$ cat src/rtl/jtkiwi_vtimer_prog.sv
// Kiwi programmable raster timer: hdump/vdump counters with
// shadowed geometry registers, blanking, sync and init strobes.
`timescale 1ns/1ps
module jtkiwi_vtimer_prog #(
  parameter int W          = 9,
  parameter int HCNT_END_D = 383,
  parameter int HB_START_D = 256,
  parameter int HB_END_D   = 0,
  parameter int HS_START_D = 297,
  parameter int VCNT_END_D = 271,
  parameter int VB_START_D = 240,
  parameter int VB_END_D   = 16,
  parameter int VS_START_D = 254,
  parameter int V_START    = 8,
  parameter int HS_LEN     = 32,
  parameter int VS_LEN     = 3,
  parameter int CFG_LATCH  = 0
) (
  input  logic         clk,
  input  logic         rst_n,
  input  logic         pxl_cen,
  input  logic         cfg_we,
  input  logic [2:0]   cfg_addr,
  input  logic [W-1:0] cfg_din,
  output logic [W-1:0] cfg_dout,
  output logic [W-1:0] hdump,
  output logic [W-1:0] vdump,
  output logic [W-1:0] vrender,
  output logic [W-1:0] vrender1,
  output logic         LHBL,
  output logic         LVBL,
  output logic         HS,
  output logic         VS,
  output logic         Hinit,
  output logic         Vinit,
  output logic         frame
);

  localparam int A_HEND = 0;
  localparam int A_HBS  = 1;
  localparam int A_HBE  = 2;
  localparam int A_HSS  = 3;
  localparam int A_VEND = 4;
  localparam int A_VBS  = 5;
  localparam int A_VBE  = 6;
  localparam int A_VSS  = 7;

  localparam int HCW = $clog2(HS_LEN + 1);
  localparam int VCW = $clog2(VS_LEN + 1);

  localparam logic [W-1:0]   ONE = W'(1);
  localparam logic [W-1:0]   VST = W'(V_START);
  localparam logic [HCW-1:0] HSL = HCW'(HS_LEN - 1);
  localparam logic [VCW-1:0] VSL = VCW'(VS_LEN - 1);

  function automatic logic [W-1:0] dflt(input int i);
    case (i)
      A_HEND:  dflt = W'(HCNT_END_D);
      A_HBS:   dflt = W'(HB_START_D);
      A_HBE:   dflt = W'(HB_END_D);
      A_HSS:   dflt = W'(HS_START_D);
      A_VEND:  dflt = W'(VCNT_END_D);
      A_VBS:   dflt = W'(VB_START_D);
      A_VBE:   dflt = W'(VB_END_D);
      default: dflt = W'(VS_START_D);
    endcase
  endfunction

  // Cyclic [s,e) membership; s == e means never inside
  function automatic logic in_rng(
    input logic [W-1:0] x,
    input logic [W-1:0] s,
    input logic [W-1:0] e
  );
    if (s < e)      in_rng = (x >= s) && (x < e);
    else if (s > e) in_rng = (x >= s) || (x < e);
    else            in_rng = 1'b0;
  endfunction

  logic [W-1:0]   shd_q [8];
  logic [W-1:0]   act_q [8];
  logic [W-1:0]   act_d [8];
  logic [W-1:0]   hdump_q, hdump_d;
  logic [W-1:0]   vdump_q, vdump_d;
  logic [W-1:0]   vr_q, vr_d;
  logic [W-1:0]   vr1_q, vr1_d;
  logic           lhbl_q, lvbl_q;
  logic           hs_q, vs_q, frame_q;
  logic [HCW-1:0] hcnt_q;
  logic [VCW-1:0] vcnt_q;
  logic           lw, fw, apply, hs_rise;

  // Wrap detection and next-state decode from the active set
  always_comb begin
    lw      = pxl_cen && (hdump_q >= act_q[A_HEND]);
    fw      = lw && ((vdump_q >= act_q[A_VEND]) || (&vdump_q));
    apply   = (CFG_LATCH != 0) ? lw : fw;
    for (int i = 0; i < 8; i++)
      act_d[i] = apply ? shd_q[i] : act_q[i];
    hdump_d = lw ? '0 : hdump_q + ONE;
    vdump_d = !lw ? vdump_q : (fw ? VST : vdump_q + ONE);
    vr_d    = (vdump_d >= act_d[A_VEND]) ? VST : vdump_d + ONE;
    vr1_d   = (vr_d >= act_d[A_VEND]) ? VST : vr_d + ONE;
    hs_rise = (hdump_d == act_d[A_HSS]);
  end

  // CPU shadow writes, independent of the pixel enable
  always_ff @(posedge clk or negedge rst_n) begin
    if (!rst_n) begin
      for (int i = 0; i < 8; i++) shd_q[i] <= dflt(i);
    end else if (cfg_we) begin
      shd_q[cfg_addr] <= cfg_din;
    end
  end

  // Active set reloads from shadow at the chosen boundary
  always_ff @(posedge clk or negedge rst_n) begin
    if (!rst_n) begin
      for (int i = 0; i < 8; i++) act_q[i] <= dflt(i);
    end else if (apply) begin
      for (int i = 0; i < 8; i++) act_q[i] <= shd_q[i];
    end
  end

  // Counters and render lines
  always_ff @(posedge clk or negedge rst_n) begin
    if (!rst_n) begin
      hdump_q <= '0;
      vdump_q <= VST;
      vr_q    <= VST + ONE;
      vr1_q   <= VST + ONE + ONE;
      frame_q <= 1'b0;
    end else if (pxl_cen) begin
      hdump_q <= hdump_d;
      if (lw) begin
        vdump_q <= vdump_d;
        vr_q    <= vr_d;
        vr1_q   <= vr1_d;
      end
      if (fw) frame_q <= ~frame_q;
    end
  end

  // Blanking and sync, aligned with the counter values they follow
  always_ff @(posedge clk or negedge rst_n) begin
    if (!rst_n) begin
      lhbl_q <= 1'b1;
      lvbl_q <= 1'b1;
      hs_q   <= 1'b0;
      vs_q   <= 1'b0;
      hcnt_q <= '0;
      vcnt_q <= '0;
    end else if (pxl_cen) begin
      lhbl_q <= !in_rng(hdump_d, act_d[A_HBS], act_d[A_HBE]);
      lvbl_q <= !in_rng(vdump_d, act_d[A_VBS], act_d[A_VBE]);
      if (hs_rise) begin
        hs_q   <= 1'b1;
        hcnt_q <= HSL;
        if (vdump_d == act_d[A_VSS]) begin
          vs_q   <= 1'b1;
          vcnt_q <= VSL;
        end else if (vs_q) begin
          if (vcnt_q == '0) vs_q <= 1'b0;
          else vcnt_q <= vcnt_q - 1'b1;
        end
      end else if (hs_q) begin
        if (hcnt_q == '0) hs_q <= 1'b0;
        else hcnt_q <= hcnt_q - 1'b1;
      end
    end
  end

  assign cfg_dout = shd_q[cfg_addr];
  assign hdump    = hdump_q;
  assign vdump    = vdump_q;
  assign vrender  = vr_q;
  assign vrender1 = vr1_q;
  assign LHBL     = lhbl_q;
  assign LVBL     = lvbl_q;
  assign HS       = hs_q;
  assign VS       = vs_q;
  assign Hinit    = lw;
  assign Vinit    = fw;
  assign frame    = frame_q;

endmodule

$ cat config.mk
export PLATFORM = sky130hd
export DESIGN_NAME = jtkiwi_vtimer_prog
export DESIGN_NICKNAME = d
export VERILOG_FILES = /design/src/rtl/jtkiwi_vtimer_prog.sv
export SDC_FILE = /design/constraint.sdc
export NUM_CORES = 1
export LEC_CHECK = 0
export ABC_AREA = 1
export CORE_UTILIZATION = 50
export CTS_CLUSTER_DIAMETER = 50
export DETAILED_ROUTE_END_ITERATION = 16
export GPL_TIMING_DRIVEN = 0
export PLACE_DENSITY = 0.66
export SKIP_LAST_GASP = 1
export SYNTH_ARGS = -nofsm -noshare
export SYNTH_HDL_FRONTEND = slang
export SYNTH_SLANG_ARGS = --single-unit
$ cat constraint.sdc
create_clock -name clk -period 8.2 [get_ports clk]
set_input_delay 0.82 -clock clk [delete_from_list [all_inputs] [get_ports clk]]
set_output_delay 0.82 -clock clk [all_outputs]
set_load 0.1 [all_outputs]
==> results <==
- Dividing total power by cell area gives a power density of 276 nW/µm².
- The share of total power dissipated in combinational logic is 40.5%.
- After filler insertion, the fill cell instance count of the layout stands at 1,989.
- The class of the tightest hold or removal check is input port to async pin.
- The relative max-transition margin is a little over 30%.
- The height of the die is between 150 and 200 µm.
- Before CTS, the worst setup slack after placement is 1680 ps.
- The routability congestion estimate is 0.929.
- In this run the count of I/O pins placed on the die edge is just under 70.
- TritonCTS built the clock tree.
- In this run the worst path has a maximum fanout of 10.
- The placed instances occupy a cell area of approximately 12,000 µm².
- The final wirelength is 33,200 µm.
- The worst hold slack is 409 ps.
- The routed layout has 9,838 vias.
- The number of nets handed over by synthesis was 1,504.
- STA puts the critical path data required time at ~8600 ps.
- The signal arrival time at the worst endpoint is 7050 ps.
- The HPWL after detailed placement is 25,100 µm.
- After detailed routing, the met2 layer carries 14,500 µm of wire.
- The clock buffer count from CTS is 17.
- The die is 153 µm wide.
- The hold violation count in the final report is 0.
- Grouping stages by cell kind, the critical path spends the most delay in buffers and inverters.
- The most instantiated library cell after synthesis is nand2_1.
- The later pin in the worst-skew pair is clocked with a latency of 440 ps.
- The internal power summed over all cells is approximately 2.0 mW.
- The static power due to leakage is 6.78 nW.
- The minimum clock period after layout is 6680 ps.
- STA classifies the critical path startpoint as a register.
- The worst setup path is of the register to register kind.
- In this run the power spent charging and discharging nets is 1.61 mW.
- In the final routing, the length of wire on met1 measures 15,700 µm.
- The final antenna diode count is 0.
- The via count of the first global-routing pass came to 9,376.
- At the pin with the least slew margin, the transition time is between 1000 and 1500 ps.
- The quantity of hold-fixing buffers added after cts is 0.
- The global routing usage summed across all routing layers is 29.4%.
- The detail route stage leaves a number of antenna-violating nets equal to 0.
- The first detailed-routing pass took 6 iterations.
- The cell count after synthesis is 1,392.
- Max-cap violations in this run came to 0.
- The iteration-0 DRC count of the detailed router is 836.
- Timing would allow up to 150 MHz.
- The clock transition at the registers of the reported paths is about 80 ps.
- The netlist area before placement is about 11,000 µm².
- The share of power burned in registers is 35.1%.
- The number of cell instances on the worst register-to-register path is 33.
- The flow ran to the end, and the final reports show no timing, DRC or antenna violations.
- The count of pins over their slew limit is 0.
- Counting instances in the post-synthesis netlist gives the leading cell types as nand2_1, o21ai_0, inv_1, dfrtp_1, ha_1.
- The count of final setup violators is 0.
- The net count reported at finish is 1,590.
- The total number of yosys warnings is 0.
- In this run, distinct cell masters in the synthesized netlist total 49.
- The floorplan step defined a die boundary enclosing 23,500 µm².
- By area the synthesized netlist is led by dfrtp_1, dfstp_2, nand2_1, ha_1, o21ai_0.
- Once the clock tree was built, the resizer swapped 0 gates to a different size.
- The synthesized design spends more area on one cell type than any other, namely dfrtp_1.
- The slowest stage of the critical path is the clkbuf_1 cell.
- Of all flip-flops after synthesis, the portion carrying an async set or reset was 100%.
- The topmost layer with routed signal wires is met4.
- The synthesized design contains 193 register bits.
- The share of the Yosys chip area taken by registers is approximately 43%.
- The largest net degree at the start of global routing is 99.
- Each instance of the synthesized netlist takes up on average 8.21 µm².
- Excluding fillers, the count of instances in the completed layout stands at 1,771.
- Compared with the post-synthesis result, the final layout area differs by 14.6%.
- The part of the power in the clock network is 24.4%.
- The area inside the core boundary is 22,100 µm².
- The average wire per cell in the routed design is roughly 19 µm.
- Cells fill 59.3% of the core in the end.
- The cell area after layout is 13,100 µm².
- Once placement completed, the tool counted placed cells totaling about 1,700.
- The CTS sink count is about 190.
- The worst setup path is captured at a register.
- The number of post-CTS setup repair buffers is 0.
- The number of enable flip-flop cells after synthesis is 0.
- For the final database, setup skew stands at 16.1 ps.
- The count of buffers from port buffering is 66.
- The proportion of netlist area held by the largest area contributor is between 20% and 30%.
- The number of antenna violations at the first check in global routing came to 0.
- The detailed-routed wire length on met3 is 2210 µm.
- The critical path contains buffers and inverters numbering 7 combined.
- The global-route wire length before repair is 52,200 µm.
- Cells with a size suffix above 1 make up 13.6% of the layout.
- The starting utilization of the core area is approximately 52%.
- The dominant register cell in the synthesized netlist is dfrtp_1.
- Setup repair after global routing left no endpoint under its margin.
- The portion of the clock cycle consumed by the worst path in the final layout is 81.5%.
- After global routing the overflow that remains totals 0.
- The ratio of routed vias to standard cells is around 5.6.
- The number of logic stages on the critical path including buffering is 33.
- The CTS H-tree depth is 4.
- The switching fraction of total power is 44.5%.
- The number of placement rows is 54.
- After detailed routing, the number of remaining DRC violations is 0.
- In the post-route analysis, the smallest setup slack over all paths is 1520 ps.
- In this run the clock root is driven by a clkbuf_16.
- The highest ir drop seen on vdd is ~150 µV.
- The number of buffers on the longest clock path is 2.
- For this run, the slowest stage of the critical path takes 560 ps.
sequential cells by signal (all words and copies together), names as in the netlist:
register,count
vcnt_q,2
act_q,72
hdump,9
shd_q,72
vrender,9
LHBL,1
frame,1
vrender1,9
VS,1
vdump,9
hcnt_q,6
LVBL,1
HS,1
routing by layer:
metal | track usage (%) | vias up
met5 | 0 | -
met4 | 8.61 | 0
met3 | 4.93 | 36
met2 | 44.6 | 320
met1 | 43.1 | 4723
li1 | - | 4759
cell usage in the layout, fill, tap and decap left out, drive strengths merged, types with 52 or more instances in the layout:
cell type      count
dfrtp            126
clkdlybuf4s50     65
ha                96
o21ai            198
inv              184
clkbuf            52
nand2            340
dfstp             67
nand3             76
nor2              78
cell type report:
| type | instances | area (µm²) | area share (%) |
|---|---|---|---|
| buffer | 43 | 211 | 1.61 |
| clock buffer | 19 | 454 | 3.47 |
| clock inverter | 13 | 169 | 1.29 |
| inverter | 180 | 676 | 5.16 |
| multi-input combinational | 976 | 5630 | 43.0 |
| sequential | 193 | 4910 | 37.5 |
| tap | 280 | 350 | 2.67 |
| timing repair buffer | 67 | 693 | 5.29 |
per-stage QoR:
step	TNS, ps	total power [mW]
final	0	3.62
after global routing	0	3.81
after CTS	0	3.62
after detailed placement	0	2.74
after global placement	-222630	2.71
after floorplan	0	2.33
logic make-up after synthesis:
logic type / count (synthesis) / share of synthesized area, %
AOI/OAI and AO/OA: 296 / 14.9
xor gates and xnor gates: 20 / 1.53
adders and majority gates: 96 / 10.5
buffers and inverters: 223 / 7.76
DFF: 193 / 43.0
and+or+nand+nor: 564 / 22.3
worst paths after layout:
kind | from | slack (ps) | end
min in group clk | vcnt_q[1] | 470 | vcnt_q[1]
min reg2reg | vcnt_q[1] | 470 | vcnt_q[1]
max in group asynchronous | rst_n | 6880 | act_q[41]
max reg2reg | vdump[1] | 1520 | vrender1[5]
max | vdump[1] | 1520 | vrender1[5]
min | rst_n | 410 | act_q[56]
power groups by stage:
stage                     sequential, mW  combinational [mW]  clock (mW)
after floorplan                     1.67               0.661           0
after global placement              1.28                1.43           0
after detailed placement            1.28                1.45           0
after CTS                           1.27                1.46       0.894
after global routing                1.29                1.59       0.935
final                               1.27                1.47       0.883
No activity file was read; power rests on OpenSTA's default activity.
